<file path="config.mk">
export PLATFORM = sky130hd
export DESIGN_NAME = fetch_stage_flat
export DESIGN_NICKNAME = d
export VERILOG_FILES = /design/src/rtl/fetch_stage_pkg.sv /design/src/rtl/fetch_stage_if.sv /design/src/rtl/fetch_fifo.sv /design/src/rtl/fetch_stage.sv /design/src/flat_wrapper.sv
export SDC_FILE = /design/constraint.sdc
export NUM_CORES = 1
export LEC_CHECK = 0
export ABC_AREA = 1
export BUFFER_PORTS_ARGS = -buffer_cell sky130_fd_sc_hd__buf_2
export CORE_AREA = 4 4 152 154
export CTS_BUF_LIST = sky130_fd_sc_hd__clkbuf_8
export DETAILED_ROUTE_END_ITERATION = 10
export DIE_AREA = 0 0 156 158
export PLACE_DENSITY_LB_ADDON = 0.25
export SLEW_MARGIN = 20
export SYNTH_ARGS = -nofsm -noshare
export SYNTH_HDL_FRONTEND = slang
export SYNTH_SLANG_ARGS = --single-unit
export TNS_END_PERCENT = 20
</file>
<file path="constraint.sdc">
create_clock -name clk -period 8.13 [get_ports clk]
set_input_delay 0.4065 -clock clk [delete_from_list [all_inputs] [get_ports clk]]
set_output_delay 0.4065 -clock clk [all_outputs]
set_load 0.01 [all_outputs]
</file>
<file path="src/rtl/fetch_stage_pkg.sv">
// Shared definitions for the femtoRV32 front end: datapath width, the canonical
// NOP word and the opcode field accessor used by decode.
package fetch_stage_pkg;

  localparam int XLEN = 32;

  // addi x0, x0, 0
  localparam logic [XLEN-1:0] RV_NOP = 32'h0000_0013;

  function automatic logic [6:0] ir_opcode(input logic [XLEN-1:0] ir);
    return ir[6:0];
  endfunction

endpackage

</file>
<file path="src/rtl/fetch_stage_if.sv">
// Instruction-memory request/response channel, EX redirect and the IF/ID
// handshake of the fetch stage, bundled as one interface.
interface fetch_stage_if;
  import fetch_stage_pkg::*;

  logic            imem_req_valid;
  logic            imem_req_ready;
  logic [XLEN-1:0] imem_req_addr;
  logic            imem_resp_valid;
  logic [XLEN-1:0] imem_resp_data;
  logic            redirect_valid;
  logic [XLEN-1:0] redirect_pc;
  logic            id_valid;
  logic            id_ready;
  logic [XLEN-1:0] id_inst;
  logic [XLEN-1:0] id_pc;
  logic [XLEN-1:0] id_pc_plus4;

  modport master (
    output imem_req_valid, imem_req_addr,
    input  imem_req_ready, imem_resp_valid, imem_resp_data,
    input  redirect_valid, redirect_pc,
    output id_valid, id_inst, id_pc, id_pc_plus4,
    input  id_ready
  );

  modport slave (
    input  imem_req_valid, imem_req_addr,
    output imem_req_ready, imem_resp_valid, imem_resp_data,
    output redirect_valid, redirect_pc,
    input  id_valid, id_inst, id_pc, id_pc_plus4,
    output id_ready
  );

endinterface

</file>
<file path="src/rtl/fetch_fifo.sv">
// Small synchronous FIFO with a flush input. A push in the flush cycle survives
// as the sole entry, so a request issued alongside a redirect is kept.
module fetch_fifo #(
  parameter  int WIDTH = 32,
  parameter  int DEPTH = 2,
  localparam int AW    = $clog2(DEPTH),
  localparam int CW    = AW + 1
) (
  input  logic             clk,
  input  logic             rst_n,
  input  logic             clr,
  input  logic             push,
  input  logic [WIDTH-1:0] din,
  input  logic             pop,
  output logic [WIDTH-1:0] dout,
  output logic [CW-1:0]    count
);

  logic [WIDTH-1:0] mem [DEPTH];
  logic [AW-1:0]    wr_ptr;
  logic [AW-1:0]    rd_ptr;
  logic             do_pop;

  assign do_pop = pop && (count != '0) && !clr;
  assign dout   = mem[rd_ptr];

  // NOTE: storage is deliberately not reset; count alone says which entries are valid.
  always_ff @(posedge clk) begin
    if (push) mem[clr ? '0 : wr_ptr] <= din;
  end

  // NOTE: sequential state uses non-blocking assignment so every register samples pre-edge values.
  always_ff @(posedge clk or negedge rst_n) begin
    if (!rst_n) begin
      wr_ptr <= '0;
      rd_ptr <= '0;
      count  <= '0;
    end else if (clr) begin
      rd_ptr <= '0;
      wr_ptr <= push ? AW'(1) : '0;
      count  <= push ? CW'(1) : '0;
    end else begin
      if (push)   wr_ptr <= wr_ptr + AW'(1);
      if (do_pop) rd_ptr <= rd_ptr + AW'(1);
      count <= count + CW'(push) - CW'(do_pop);
    end
  end

endmodule

</file>
<file path="src/rtl/fetch_stage.sv">
// femtoRV32 instruction fetch: owns the PC, issues credit-limited in-order fetches,
// pairs responses with their PC tags and hands {inst, pc, pc+4} to decode.
module fetch_stage
  import fetch_stage_pkg::*;
#(
  parameter logic [XLEN-1:0] RESET_PC        = '0,
  parameter int              MAX_OUTSTANDING = 2,
  parameter logic [XLEN-1:0] NOP_INST        = RV_NOP
) (
  input logic           clk,
  input logic           rst_n,
  fetch_stage_if.master bus
);

  localparam int            CW      = $clog2(MAX_OUTSTANDING) + 1;
  localparam logic [CW:0]   CREDITS = (CW+1)'(MAX_OUTSTANDING);

  logic [XLEN-1:0]   pc;
  logic [XLEN-1:0]   req_addr;
  logic [XLEN-1:0]   tag_head;
  logic [2*XLEN-1:0] buf_head;
  logic [CW-1:0]     tag_count;
  logic [CW-1:0]     buf_count;
  logic [CW-1:0]     drop_cnt;
  logic [CW:0]       used;
  logic              armed;
  logic              accept;
  logic              resp_keep;
  logic              pop;

  assign req_addr = bus.redirect_valid ? {bus.redirect_pc[XLEN-1:2], 2'b00} : pc;

  assign bus.id_valid = (buf_count != '0) && !bus.redirect_valid;
  assign pop          = bus.id_valid && bus.id_ready;

  // In flight = kept requests (one tag each) + stale ones awaiting discard.
  // A word leaving the buffer this cycle frees its slot for a new request.
  assign used = (CW+1)'(tag_count) + (CW+1)'(drop_cnt) + (CW+1)'(buf_count)
              - (CW+1)'(pop);

  assign bus.imem_req_valid = armed && (used < CREDITS);
  assign bus.imem_req_addr  = req_addr;
  assign accept             = bus.imem_req_valid && bus.imem_req_ready;
  assign resp_keep          = bus.imem_resp_valid && (drop_cnt == '0) && !bus.redirect_valid;

  fetch_fifo #(.WIDTH(XLEN), .DEPTH(MAX_OUTSTANDING)) u_tag_fifo (
    .clk   (clk),
    .rst_n (rst_n),
    .clr   (bus.redirect_valid),
    .push  (accept),
    .din   (req_addr),
    .pop   (resp_keep),
    .dout  (tag_head),
    .count (tag_count)
  );

  fetch_fifo #(.WIDTH(2*XLEN), .DEPTH(MAX_OUTSTANDING)) u_inst_buf (
    .clk   (clk),
    .rst_n (rst_n),
    .clr   (bus.redirect_valid),
    .push  (resp_keep),
    .din   ({bus.imem_resp_data, tag_head}),
    .pop   (pop),
    .dout  (buf_head),
    .count (buf_count)
  );

  // NOTE: outputs get their idle values first so no path through this block infers a latch.
  always_comb begin
    bus.id_inst = NOP_INST;
    bus.id_pc   = '0;
    if (bus.id_valid) begin
      bus.id_inst = buf_head[2*XLEN-1:XLEN];
      bus.id_pc   = buf_head[XLEN-1:0];
    end
  end

  assign bus.id_pc_plus4 = bus.id_pc + XLEN'(4);

  always_ff @(posedge clk or negedge rst_n) begin
    if (!rst_n) begin
      pc       <= RESET_PC;
      armed    <= 1'b0;
      drop_cnt <= '0;
    end else begin
      armed <= 1'b1;

      if (accept)                  pc <= req_addr + XLEN'(4);
      else if (bus.redirect_valid) pc <= req_addr;

      // Everything in flight at a redirect goes stale, less a response landing now.
      if (bus.redirect_valid)
        drop_cnt <= tag_count + drop_cnt - CW'(bus.imem_resp_valid);
      else if (bus.imem_resp_valid && (drop_cnt != '0))
        drop_cnt <= drop_cnt - CW'(1);
    end
  end

endmodule

</file>
<file path="src/flat_wrapper.sv">
// flat-port wrapper written by rule: the top's interface ports become plain ports
module fetch_stage_flat import fetch_stage_pkg::*;
#(
  parameter logic [XLEN-1:0] RESET_PC        = '0,
  parameter int              MAX_OUTSTANDING = 2,
  parameter logic [XLEN-1:0] NOP_INST        = RV_NOP
)
  (clk, rst_n, bus_imem_req_valid, bus_imem_req_addr, bus_imem_req_ready, bus_imem_resp_valid, bus_imem_resp_data, bus_redirect_valid, bus_redirect_pc, bus_id_valid, bus_id_inst, bus_id_pc, bus_id_pc_plus4, bus_id_ready);
  fetch_stage_if bus_i ();
  input logic clk;
  input logic rst_n;
  output wire logic [$bits(bus_i.imem_req_valid)-1:0] bus_imem_req_valid;
  output wire logic [$bits(bus_i.imem_req_addr)-1:0] bus_imem_req_addr;
  input wire logic [$bits(bus_i.imem_req_ready)-1:0] bus_imem_req_ready;
  input wire logic [$bits(bus_i.imem_resp_valid)-1:0] bus_imem_resp_valid;
  input wire logic [$bits(bus_i.imem_resp_data)-1:0] bus_imem_resp_data;
  input wire logic [$bits(bus_i.redirect_valid)-1:0] bus_redirect_valid;
  input wire logic [$bits(bus_i.redirect_pc)-1:0] bus_redirect_pc;
  output wire logic [$bits(bus_i.id_valid)-1:0] bus_id_valid;
  output wire logic [$bits(bus_i.id_inst)-1:0] bus_id_inst;
  output wire logic [$bits(bus_i.id_pc)-1:0] bus_id_pc;
  output wire logic [$bits(bus_i.id_pc_plus4)-1:0] bus_id_pc_plus4;
  input wire logic [$bits(bus_i.id_ready)-1:0] bus_id_ready;
  assign bus_imem_req_valid = bus_i.imem_req_valid;
  assign bus_imem_req_addr = bus_i.imem_req_addr;
  assign bus_i.imem_req_ready = bus_imem_req_ready;
  assign bus_i.imem_resp_valid = bus_imem_resp_valid;
  assign bus_i.imem_resp_data = bus_imem_resp_data;
  assign bus_i.redirect_valid = bus_redirect_valid;
  assign bus_i.redirect_pc = bus_redirect_pc;
  assign bus_id_valid = bus_i.id_valid;
  assign bus_id_inst = bus_i.id_inst;
  assign bus_id_pc = bus_i.id_pc;
  assign bus_id_pc_plus4 = bus_i.id_pc_plus4;
  assign bus_i.id_ready = bus_id_ready;
  fetch_stage #(.RESET_PC(RESET_PC), .MAX_OUTSTANDING(MAX_OUTSTANDING), .NOP_INST(NOP_INST)) u_core (.clk(clk), .rst_n(rst_n), .bus(bus_i));
endmodule
</file>
==> results.sh <==
export IMPL_status="finished clean"
export IMPL_drt_iter0_drc=549
export IMPL_worstPathRequired_ps=8260
export IMPL_dr_total_vias=8553
export IMPL_drt_pass1_iter_count=5
export IMPL_synth_area_leaders="edfxtp_1, nand2_1, dfrtp_1, mux2_2, inv_1"
export IMPL_nets=1509
export IMPL_start_kind="flop"
export IMPL_drc=0
export IMPL_synthTopCellsByCount="nand2_1, edfxtp_1, inv_1"
export IMPL_rsz0062_at_grt="false"
export IMPL_clockBufferDepth=3
export IMPL_clk_latency_ps=520
export IMPL_crit_path_start="u_core.u_inst_buf.count[1]"
export IMPL_crit_chain="nor2_1 -> nor2_4 -> buf_4 -> nand2_1 -> inv_1 -> ha_1 -> inv_1 -> ha_1 -> a21o_1 -> ha_1 -> nor2_1 -> nand4_2 -> buf_4 -> a21oi_4"
export IMPL_maxSlewViolCount=0
export IMPL_endpoint_kind="flop"
export IMPL_drt_total_wl_mm=25.36
export IMPL_hold_viol=0
export IMPL_antenna_found_initial=0
export IMPL_ir_drop_uv=131.8
export IMPL_crit_family="compound AO/OA/AOI/OAI gates"
export IMPL_fp_dieH_um=158
export IMPL_rows=54
export IMPL_finalCriticalPeriod_ps=4144
export IMPL_ys_seq_area_share_pct=57.61
export IMPL_synth_ff_type="edfxtp_1"
export IMPL_power_leakage_nw=6.444
export IMPL_postCtsSetupBuffers=0
export IMPL_synth_cells=1212
export IMPL_maxSlewHeadroom_pct=30.78
export IMPL_hold_ws_ps=77.89
export IMPL_io_buffer_count=197
export IMPL_multi_input_area_um2=4133
export IMPL_fillCellCount=1803
export IMPL_num_io_pins=200
export IMPL_hp_class="primary input to flop"
export IMPL_path_class="flop to flop"
export IMPL_insertedDiodeCount=0
export IMPL_grt_max_degree=65
export IMPL_grt_pass1_wl_mm=40.81
export IMPL_crit_buf_inv=4
export IMPL_arrival_ps=4270
export IMPL_synth_top_area_share_pct=48.55
export IMPL_dr_wl_met2_mm=11.83
export IMPL_place_congestion=0.8912
export IMPL_slowest_stage="a21oi_4"
export IMPL_total_power_mw=3.230
export IMPL_post_cts_resize_count=0
export IMPL_syn_area_um2=11880
export IMPL_yosys_area_top_type="edfxtp_1"
export IMPL_min_path_cells=1
export IMPL_rrSetupSlack_ps=3990
export IMPL_netlist_cell_type_count=44
export IMPL_skew_ps=22.79
export IMPL_cts_buffers=39
export IMPL_clkTransAtPathRegs_ps=60
export IMPL_cts_sinks=235
export IMPL_cp_common_cell="ha_1"
export IMPL_crit_cells=14
export IMPL_final_util_pct=63.60
export IMPL_area_growth_pct=16.16
export IMPL_wl_per_cell_um=14.64
export IMPL_cap_viol_max_count=0
export IMPL_r2r_start="u_core.u_inst_buf.count[1]"
export IMPL_drive_gt1_share_pct=27.55
export IMPL_track_usage_pct=20.64
export IMPL_synth_seq_cells=235
export IMPL_wl_met3_mm=1.811
export IMPL_synth_edf_count=192
export IMPL_wl_met1_mm=11.37
export IMPL_finalCritPeriodShare_pct=50.97
export IMPL_setup_violations=0
export IMPL_synth_area_per_cell_um2=9.798
export IMPL_start_util_pct=54.75
export IMPL_worstMarginPinSlew_ps=1036
export IMPL_cp_slowest_stage_delay_ps=820
export IMPL_dr_max_layer_used="met4"
export IMPL_crit_fanout=58
export IMPL_reg2regPathDepth=14
export IMPL_ant_nets=0
export IMPL_core_area_um2=21690
export IMPL_hp_start="bus_imem_resp_data[23]"
export IMPL_yosys_warnings=0
export IMPL_cts_htree_levels=2
export IMPL_max_clock_freq_ghz=0.2413
export IMPL_regArea_um2=6845
export IMPL_root_buffer="clkbuf_8"
export IMPL_power_density_nw_per_um2=234.2
export IMPL_cts_tree="yes"
export IMPL_async_flop_share_pct=18.30
export IMPL_die_x_um=156
export IMPL_grt_overflow=0
export IMPL_first_global_vias=8121
export IMPL_synth_most_common_cell="nand2_1"
export IMPL_vias_per_cell=4.938
export IMPL_dp_hpwl_mm=17.82
export IMPL_setup_tns_ps=0
export IMPL_synth_nets=1296
export IMPL_fp_dieArea_um2=24650
-- power breakdown --
part	switching (mW)	internal [mW]	leakage [nW]
combinational	0.491	0.265	3.77
sequential	0.0534	1.49	2.27
clock	0.445	0.486	0.406
-- state kept, by name, indices dropped and copies added (netlist names) --
signal,count
u_core.u_tag_fifo.count,2
u_core.armed,1
u_core.u_tag_fifo.wr_ptr,1
u_core.u_inst_buf.count,2
u_core.u_tag_fifo.rd_ptr,1
u_core.u_tag_fifo.mem,64
u_core.pc,32
u_core.drop_cnt,2
u_core.u_inst_buf.mem,128
u_core.u_inst_buf.wr_ptr,1
u_core.u_inst_buf.rd_ptr,1
-- through the flow --
step	worst slack [ps]	instance area (um^2)	instances
floorplan	2707	11880	1212
global placement	3791	13080	1663
detailed placement	3809	13080	1663
CTS	3919	13790	1732
global route	3616	13790	1732
finish	3986	13790	1732
-- path summary, 6_finish.rpt --
path,to
setup / recovery,u_core.u_tag_fifo.mem[0][27]
min in group asynchronous,u_core.drop_cnt[0]
max in group asynchronous,u_core.u_inst_buf.rd_ptr
setup reg to reg,u_core.u_tag_fifo.mem[0][27]
hold reg to reg,u_core.u_tag_fifo.rd_ptr
hold / removal,u_core.u_inst_buf.mem[1][55]
-- cells in the final DEF (no fill, tap or decap), drive strengths merged --
master | synthesis | final
conb | 1 | 1
xor2 | 28 | 28
o21ai | 46 | 46
and2 | 1 | 1
ha | 13 | 13
dlygate4sd3 | 0 | 1
o22ai | 1 | 1
dfrtp | 43 | 43
nand2 | 379 | 379
nand3b | 3 | 3
edfxtp | 192 | 192
nand4 | 13 | 13
nor3 | 14 | 14
clkinvlp | 0 | 1
or2 | 1 | 1
buf | 31 | 208
a21o | 1 | 1
clkinv | 1 | 12
inv | 181 | 194
a21oi | 6 | 6
xnor2 | 6 | 6
fa | 1 | 1
o21a | 1 | 1
nand3 | 38 | 38
clkbuf | 6 | 43
nor2 | 138 | 138
o211ai | 3 | 3
mux2 | 64 | 64
-- layer usage --
metal	global-route usage, %	vias up
met1	29.43	3921
met3	3.800	33
met5	0	-
li1	-	4324
met4	4.877	0
met2	33.22	275
-- layout make-up --
cell class | count | share of cell area [%]
multi-input cells | 758 | 29.96
repair buffers | 209 | 7.819
clock buffers | 43 | 4.290
clock inverters | 25 | 0.7982
inverters | 182 | 4.971
well taps | 280 | 2.540
flip-flops and latches | 235 | 49.62
-- timing repair --
item | in CTS | in global routing
endpoints found under the hold margin | 43 | 0
hold buffers | 1 | 0
endpoints found under the setup margin | 0 | 0
-- logic make-up (layout without fill, tap and decap cells) --
family / after synthesis / in the layout / synth area share, %
buf+inv: 219 / 459 / 7.850
simple gates: 587 / 587 / 21.67
mux: 64 / 64 / 6.069
other cells: 1 / 1 / 0.03158
fa+ha+maj: 14 / 14 / 1.538
compound gates: 58 / 58 / 2.718
xor+xnor: 34 / 34 / 2.508
flops: 235 / 235 / 57.61
Power figures use the tool's default switching activity.
